$ cat config.mk
export PLATFORM = sky130hd
export DESIGN_NAME = id_ex_ctrl_stage
export DESIGN_NICKNAME = d
export VERILOG_FILES = /design/src/rtl/riscv_pkg.sv /design/src/rtl/id_ex_ctrl_stage_decode.sv /design/src/rtl/id_ex_ctrl_stage.sv
export SDC_FILE = /design/constraint.sdc
export NUM_CORES = 1
export LEC_CHECK = 0
export BUFFER_PORTS_ARGS = -buffer_cell sky130_fd_sc_hd__buf_2
export CORE_ASPECT_RATIO = 1.2
export CORE_MARGIN = 5
export CORE_UTILIZATION = 41
export DETAILED_ROUTE_END_ITERATION = 10
export PLACE_DENSITY = 0.76
export SLEW_MARGIN = 20
export SYNTH_ARGS = -nofsm -noshare
export SYNTH_HDL_FRONTEND = slang
export SYNTH_SLANG_ARGS = --single-unit
$ cat constraint.sdc
create_clock -name clk -period 4.6 [get_ports clk]
set_clock_uncertainty 0.2 [all_clocks]
set_input_delay 0.69 -clock clk [delete_from_list [all_inputs] [get_ports clk]]
set_output_delay 0.69 -clock clk [all_outputs]
set_load 0.01 [all_outputs]
$ cat src/rtl/riscv_pkg.sv
// Shared RV32I decode definitions for the decode stage and the execute-stage ALU.
//   - opcode constants for the supported subset
//   - alu_ctrl_t   : ALU operation encoding consumed by EX
//   - imm_src_t    : immediate format selector
//   - result_src_t : writeback result select
//   - id_ex_t      : control/index half of the ID/EX pipeline register
//   - imm_gen      : 32-bit sign-extended immediate builder
package riscv_pkg;

  localparam logic [6:0] OP_LW   = 7'b0000011;
  localparam logic [6:0] OP_SW   = 7'b0100011;
  localparam logic [6:0] OP_R    = 7'b0110011;
  localparam logic [6:0] OP_I    = 7'b0010011;
  localparam logic [6:0] OP_BEQ  = 7'b1100011;
  localparam logic [6:0] OP_JAL  = 7'b1101111;

  typedef enum logic [2:0] {
    ALU_ADD = 3'b000,
    ALU_SUB = 3'b001,
    ALU_AND = 3'b010,
    ALU_OR  = 3'b011,
    ALU_SLT = 3'b101
  } alu_ctrl_t;

  typedef enum logic [1:0] {
    IMM_I = 2'b00,
    IMM_S = 2'b01,
    IMM_B = 2'b10,
    IMM_J = 2'b11
  } imm_src_t;

  typedef enum logic [1:0] {
    RES_ALU = 2'b00,
    RES_MEM = 2'b01,
    RES_PC4 = 2'b10
  } result_src_t;

  // All-zero value of this struct is the bubble encoding.
  typedef struct packed {
    logic        valid;
    logic        illegal;
    alu_ctrl_t   alu_control;
    logic        alu_src;
    logic        reg_write;
    logic        mem_write;
    logic        branch;
    logic        jump;
    result_src_t result_src;
    logic [4:0]  rs1;
    logic [4:0]  rs2;
    logic [4:0]  rd;
  } id_ex_t;

  // Takes instr[31:7] only; opcode bits never contribute to an immediate.
  function automatic logic [31:0] imm_gen(input logic [31:7] ib, input imm_src_t sel);
    logic [31:0] imm;
    case (sel)
      IMM_S:   imm = {{20{ib[31]}}, ib[31:25], ib[11:7]};
      IMM_B:   imm = {{20{ib[31]}}, ib[7], ib[30:25], ib[11:8], 1'b0};
      IMM_J:   imm = {{12{ib[31]}}, ib[19:12], ib[20], ib[30:21], 1'b0};
      default: imm = {{20{ib[31]}}, ib[31:20]};
    endcase
    return imm;
  endfunction

endpackage

$ cat src/rtl/id_ex_ctrl_stage_decode.sv
// ctrl_decode: combinational RV32I-subset decoder.
// Inputs : opcode, funct3, funct7b5 (instr[30]).
// Outputs: ALU/writeback control fields, immediate format, illegal flag,
//          and which source registers the instruction actually reads
//          (used by the load-use compare).
module ctrl_decode
  import riscv_pkg::*;
(
  input  logic [6:0]  opcode,
  input  logic [2:0]  funct3,
  input  logic        funct7b5,
  output alu_ctrl_t   alu_control,
  output logic        alu_src,
  output logic        reg_write,
  output logic        mem_write,
  output logic        branch,
  output logic        jump,
  output result_src_t result_src,
  output imm_src_t    imm_src,
  output logic        illegal,
  output logic        uses_rs1,
  output logic        uses_rs2
);

  always_comb begin
    alu_control = ALU_ADD;
    alu_src     = 1'b0;
    reg_write   = 1'b0;
    mem_write   = 1'b0;
    branch      = 1'b0;
    jump        = 1'b0;
    result_src  = RES_ALU;
    imm_src     = IMM_I;
    illegal     = 1'b0;
    uses_rs1    = 1'b1;
    uses_rs2    = 1'b0;

    case (opcode)
      OP_LW: begin
        alu_src    = 1'b1;
        reg_write  = 1'b1;
        result_src = RES_MEM;
      end
      OP_SW: begin
        alu_src   = 1'b1;
        mem_write = 1'b1;
        imm_src   = IMM_S;
        uses_rs2  = 1'b1;
      end
      OP_R: begin
        reg_write = 1'b1;
        uses_rs2  = 1'b1;
      end
      OP_I: begin
        alu_src   = 1'b1;
        reg_write = 1'b1;
      end
      OP_BEQ: begin
        alu_control = ALU_SUB;
        branch      = 1'b1;
        imm_src     = IMM_B;
        uses_rs2    = 1'b1;
      end
      OP_JAL: begin
        reg_write  = 1'b1;
        jump       = 1'b1;
        result_src = RES_PC4;
        imm_src    = IMM_J;
        uses_rs1   = 1'b0;
      end
      default: illegal = 1'b1;
    endcase

    // opcode[5] separates R (sub allowed) from I-ALU (addi is never sub)
    if (opcode == OP_R || opcode == OP_I) begin
      case (funct3)
        3'b000:  alu_control = (opcode[5] & funct7b5) ? ALU_SUB : ALU_ADD;
        3'b010:  alu_control = ALU_SLT;
        3'b110:  alu_control = ALU_OR;
        3'b111:  alu_control = ALU_AND;
        default: illegal = 1'b1;
      endcase
    end

    // An illegal instruction reaches EX as a harmless no-op carrying the flag.
    if (illegal) begin
      alu_control = ALU_ADD;
      alu_src     = 1'b0;
      reg_write   = 1'b0;
      mem_write   = 1'b0;
      branch      = 1'b0;
      jump        = 1'b0;
      result_src  = RES_ALU;
    end
  end

endmodule

$ cat src/rtl/id_ex_ctrl_stage.sv
// id_ex_ctrl_stage: decode side of the ID/EX boundary.
// Decodes instr_d, extends its immediate, checks for a load-use hazard
// against the instruction in EX, and loads the ID/EX register.
// Inputs : clk, reset (async, active-high), instr_d/pc_d/valid_d,
//          rd1_d/rd2_d (regfile data), stall_e, flush_e.
// Outputs: stall_d, and the registered EX-side fields (*_e).
module id_ex_ctrl_stage
  import riscv_pkg::*;
#(
  parameter int XLEN        = 32,
  parameter bit LOAD_USE_EN = 1'b1
) (
  input  logic            clk,
  input  logic            reset,
  input  logic [31:0]     instr_d,
  input  logic [XLEN-1:0] pc_d,
  input  logic            valid_d,
  input  logic [XLEN-1:0] rd1_d,
  input  logic [XLEN-1:0] rd2_d,
  input  logic            stall_e,
  input  logic            flush_e,
  output logic            stall_d,
  output logic            valid_e,
  output logic [2:0]      alu_control_e,
  output logic            alu_src_e,
  output logic            reg_write_e,
  output logic            mem_write_e,
  output logic            branch_e,
  output logic            jump_e,
  output logic [1:0]      result_src_e,
  output logic [XLEN-1:0] imm_ext_e,
  output logic [XLEN-1:0] rd1_e,
  output logic [XLEN-1:0] rd2_e,
  output logic [XLEN-1:0] pc_e,
  output logic [4:0]      rs1_e,
  output logic [4:0]      rs2_e,
  output logic [4:0]      rd_e,
  output logic            illegal_e
);

  alu_ctrl_t   dec_alu;
  result_src_t dec_res;
  imm_src_t    dec_imm_src;
  logic        dec_alu_src, dec_reg_write, dec_mem_write, dec_branch, dec_jump;
  logic        dec_illegal, uses_rs1, uses_rs2;

  logic [4:0]      rs1_d, rs2_d, rd_d;
  logic [31:0]     imm32;
  logic [XLEN-1:0] imm_ext_d;
  logic            load_use;

  id_ex_t          ex_q, ex_d;
  logic [XLEN-1:0] imm_q, rd1_q, rd2_q, pc_q;

  ctrl_decode u_decode (
    .opcode      (instr_d[6:0]),
    .funct3      (instr_d[14:12]),
    .funct7b5    (instr_d[30]),
    .alu_control (dec_alu),
    .alu_src     (dec_alu_src),
    .reg_write   (dec_reg_write),
    .mem_write   (dec_mem_write),
    .branch      (dec_branch),
    .jump        (dec_jump),
    .result_src  (dec_res),
    .imm_src     (dec_imm_src),
    .illegal     (dec_illegal),
    .uses_rs1    (uses_rs1),
    .uses_rs2    (uses_rs2)
  );

  assign rs1_d     = instr_d[19:15];
  assign rs2_d     = instr_d[24:20];
  assign rd_d      = instr_d[11:7];
  assign imm32     = imm_gen(instr_d[31:7], dec_imm_src);
  assign imm_ext_d = XLEN'($signed(imm32));

  // Bubbles carry valid=0 and rd=0, so they can never trigger this.
  assign load_use = LOAD_USE_EN && ex_q.valid && (ex_q.result_src == RES_MEM)
                    && (ex_q.rd != 5'd0) && valid_d
                    && ((uses_rs1 && (ex_q.rd == rs1_d)) ||
                        (uses_rs2 && (ex_q.rd == rs2_d)));

  assign stall_d = ~flush_e & (stall_e | load_use);

  always_comb begin
    ex_d = '0;
    if (valid_d) begin
      ex_d.valid       = 1'b1;
      ex_d.illegal     = dec_illegal;
      ex_d.alu_control = dec_alu;
      ex_d.alu_src     = dec_alu_src;
      ex_d.reg_write   = dec_reg_write;
      ex_d.mem_write   = dec_mem_write;
      ex_d.branch      = dec_branch;
      ex_d.jump        = dec_jump;
      ex_d.result_src  = dec_res;
      ex_d.rs1         = rs1_d;
      ex_d.rs2         = rs2_d;
      ex_d.rd          = rd_d;
    end
  end

  // flush beats stall: a squashed instruction must not be held in EX.
  always_ff @(posedge clk or posedge reset) begin
    if (reset) begin
      ex_q  <= '0;
      imm_q <= '0;
      rd1_q <= '0;
      rd2_q <= '0;
      pc_q  <= '0;
    end else if (flush_e || (!stall_e && load_use)) begin
      ex_q  <= '0;
      imm_q <= '0;
      rd1_q <= '0;
      rd2_q <= '0;
      pc_q  <= '0;
    end else if (!stall_e) begin
      ex_q  <= ex_d;
      imm_q <= valid_d ? imm_ext_d : '0;
      rd1_q <= valid_d ? rd1_d     : '0;
      rd2_q <= valid_d ? rd2_d     : '0;
      pc_q  <= valid_d ? pc_d      : '0;
    end
  end

  assign valid_e       = ex_q.valid;
  assign illegal_e     = ex_q.illegal;
  assign alu_control_e = ex_q.alu_control;
  assign alu_src_e     = ex_q.alu_src;
  assign reg_write_e   = ex_q.reg_write;
  assign mem_write_e   = ex_q.mem_write;
  assign branch_e      = ex_q.branch;
  assign jump_e        = ex_q.jump;
  assign result_src_e  = ex_q.result_src;
  assign rs1_e         = ex_q.rs1;
  assign rs2_e         = ex_q.rs2;
  assign rd_e          = ex_q.rd;
  assign imm_ext_e     = imm_q;
  assign rd1_e         = rd1_q;
  assign rd2_e         = rd2_q;
  assign pc_e          = pc_q;

endmodule

==> impl_summary.txt <==
----------------------------------------------------
[Die]
  # rows ... 47
  Initial Util ... 41.63%
  Number of top-level pins ... 289
  Die Y ... around 140 µm
  DIE AREA ... 0.01638 mm²
  Placeable Area ... 0.01370 mm²
  Die Span X ... between 100 and 150 µm

[Timing]
  Total negative setup slack ... 0 ns
  Final hold violations ... 0
  Shortest clock period the worst path allows after layout ... 3.195 ns
  Highest attainable clock frequency ... approximately 0.31 GHz
  # setup viols final ... 0
  Post-route fraction of the period consumed by the critical path ... around 69%
  Worst Tran Pin Value ... 0.9345 ns
  Worst hold-check slack ... 0.1077 ns
  Worst slew margin relative to its limit ... 37.55%
  Unrepaired setup endpoints after global routing ... no
  Pins over their slew limit ... 0

[Placed design]
  # placed instances ... 833
  Port bufs ... about 290
  Placer congestion estimate ... 0.8147
  Post-detailed-placement half-perimeter wirelength ... 11810 µm

[Clock network]
  Clock-pin transition on the worst setup and hold timing paths ... approximately 0.060 ns
  Root cell of the clock tree ... clkbuf_16
  Post-CTS Repair Setup Buffers ... 0
  Number of clock buffers inserted by TritonCTS ... 17
  CTS Hold Buffers Added ... 0
  TritonCTS clock tree ... yes
  Clock latency of the later-clocked register in the worst-skew pair ... 0.41 ns
  Clock tree sinks ... about 140
  H-tree depth ... 4
  Max Buffers Root-to-Sink ... 2
  Post-cts gate resize count ... 0

[Critical path]
  RR Endpoint ... rd2_e[19]$_DFFE_PP0P_
  Worst r2r src ... rd_e[2]$_DFFE_PP0P_
  CP Capture Type ... output pin
  Critical Path Start Type ... register
  Worst setup path startpoint ... rd_e[0]$_DFFE_PP0P_
  Setup slack on the worst flop-to-flop path ... about 1.9 ns
  Destination of the critical timing path ... stall_d
  R2r worst-path depth ... 6
  Maximum fanout along the worst path ... 5
  Endpoint required time on the critical path ... 3.71 ns
  Worst endpoint data arrival time ... 2.31 ns
  Critical path class ... reg2out

[Power and ir drop]
  Pwr dens ... 379.0 mW/mm²
  Leakage component of the power ... 0.004314 µW
  Worst VDD drop ... 230.8 µV
  Overall Power ... 2943 µW

[Finish]
  Layout Area Growth over Synthesis ... 36.13%
  Antenna cells ... 0
  Number of nets in the finished design ... a little over 800
  Share of cells above drive strength 1 ... 48.63%
  Number of standard cells in the layout, taps in and fillers out ... 864

[Drt]
  First DRT Iteration DRCs ... 223
  Final wirelength ... 16070 µm
  Number of nets with antenna violations after detailed routing ... 0
  Remaining DRCs ... 0
  Routed wire length per instance ... between 15 and 20 µm
  Drt pass-1 iters ... 4
  Vias after detailed routing ... 4575
  Vias per inst ... 5.295

[Synthesis]
  Combined area of all synthesized cells ... 0.005704 mm²
  Post-synth top area share ... 63.17%
  Unique masters post-synth ... 38
  Most frequent cells after synthesis ... dfrtp_1 (144), a22o_1 (136), clkbuf_1 (17)
  Proportion of synthesized flip-flops having asynchronous set or reset ... 100.0%
  Most frequent cell after synthesis ... dfrtp_1
  Count of state elements after synthesis ... 144
  Synthesized netlist net count ... around 540
  Most instantiated flip-flop cell in the synthesis netlist ... dfrtp_1
  Cells after synthesis ... between 400 and 500
  Yosys top cell by area ... dfrtp_1
  Sequential share of the synthesized area ... 63.17%
  Yosys warns ... 0
  Most area-consuming cells after synthesis ... dfrtp_1 (63%), a22o_1 (21%), buf_6 (1.8%), buf_4 (1.6%), xnor2_1 (1.5%)
  Average cell area after synthesis ... 13.95 µm²
  Number of enable flip-flop cells after synthesis ... 0

[Job]
  Max_cap viols ... 0

[GRT]
  Global-route wire length before repair ... 25660 µm
  Via count of the first global-routing pass ... 4868
  Global-route total usage across every layer ... between 10% and 20%
  Maximum number of pins on one net before global-route repair ... 90
  Total global routing overflow ... 0
  Initial antenna violation count ... 0

[Worst hold path]
  Hold WC Path Type ... in2async

[Run status]
  Result of the run ... finished clean

----------------------------------------------------
[how the worst min path moves through the flow]
stage                                       startpoint                            to  slack [ns]  cells after the start
after global routing                             reset         rd2_e[15]$_DFFE_PP0P_        0.13                      2
final                                            reset         rd2_e[15]$_DFFE_PP0P_        0.11                      2
after CTS                                        reset         rd2_e[15]$_DFFE_PP0P_        0.10                      2
after global placement    alu_control_e[2]$_DFFE_PP0P_  alu_control_e[2]$_DFFE_PP0P_        0.28                      1
after detailed placement  alu_control_e[2]$_DFFE_PP0P_  alu_control_e[2]$_DFFE_PP0P_        0.28                      1
after floorplan                    valid_e$_DFFE_PP0P_           valid_e$_DFFE_PP0P_        0.33                      1
[cell usage in the layout, fill, tap and decap left out, types with 2 or more instances in the layout]
| master | netlist | final |
|---|---|---|
| nand2_1 | 3 | 3 |
| a22o_1 | 136 | 136 |
| a21o_1 | 11 | 11 |
| clkinvlp_4 | 0 | 3 |
| clkbuf_16 | 0 | 17 |
| xnor2_1 | 10 | 10 |
| clkbuf_8 | 0 | 2 |
| nor2_1 | 8 | 7 |
| nor2b_1 | 3 | 3 |
| clkinv_4 | 0 | 2 |
| clkinv_2 | 0 | 4 |
| mux2i_1 | 2 | 2 |
| nand3_1 | 4 | 4 |
| dfrtp_1 | 144 | 144 |
| a21oi_1 | 3 | 3 |
| mux2_2 | 3 | 3 |
| nand2b_1 | 3 | 3 |
| clkbuf_1 | 17 | 2 |
| bufinv_16 | 0 | 2 |
| buf_4 | 12 | 4 |
| o21ai_0 | 3 | 3 |
| buf_12 | 0 | 3 |
| a32o_1 | 7 | 7 |
| buf_2 | 4 | 288 |
| nor3_1 | 5 | 5 |
| inv_1 | 4 | 3 |
[registers in the layout, summed over array words and instances (netlist names), 3 cells and up]
register       flops
pc_e              32
rd1_e             32
rd2_e             32
imm_ext_e         21
rd_e               5
rs1_e              5
rs2_e              5
alu_control_e      3
[critical path, stage by stage, from the launching register on]
cell	delay, ns
dfrtp_1	0.46
xnor2_1	0.20
nand3_1	0.12
nor4_2	0.67
nor2_1	0.16
nor2_1	0.14
buf_2	0.15
[per-stage QoR]
step | setup slack [ns] | cell area, µm² | util [%]
after CTS | 1.359 | 7765 | 56.67
after detailed placement | 1.532 | 7192 | 52.49
final | 1.405 | 7765 | 56.67
after floorplan | 1.905 | 5708 | -
after global placement | 1.577 | 7172 | 52.34
after global routing | 1.246 | 7765 | 56.67
[kinds of logic after synthesis]
logic type / share of synthesized area, %
AOI/OAI and AO/OA: 25.55
and+or+nand+nor: 3.707
xor gates and xnor gates: 1.535
DFF: 63.17
buffers and inverters: 5.089
muxes: 0.9432
[per-layer routing]
layer,track usage (%),vias to the layer above,part of all wire [%]
met5,0,-,0
met2,32.66,209,51
met4,8.092,0,2.0
met3,6.209,28,7.6
li1,-,2099,-
met1,22.81,2239,39
[area by class of cell]
cell class / count / area [µm²]
inverters: 4 / 18.77
repair buffers: 295 / 1531
fillers: 1163 / 5937
multi-input cells: 219 / 1824
well taps: 171 / 214.0
flip-flops and latches: 144 / 3603
clock buffers: 21 / 460.4
clock inverters: 10 / 112.6
[power by group]
group	total, µW	switching (µW)	leakage (µW)	internal, µW
registers	1340	28.3	0.00197	1310
clock network	1320	498	0.000279	821
logic	283	158	0.00207	125
total	2940	685	0.00431	2260
No activity file was read; power rests on OpenSTA's default activity.
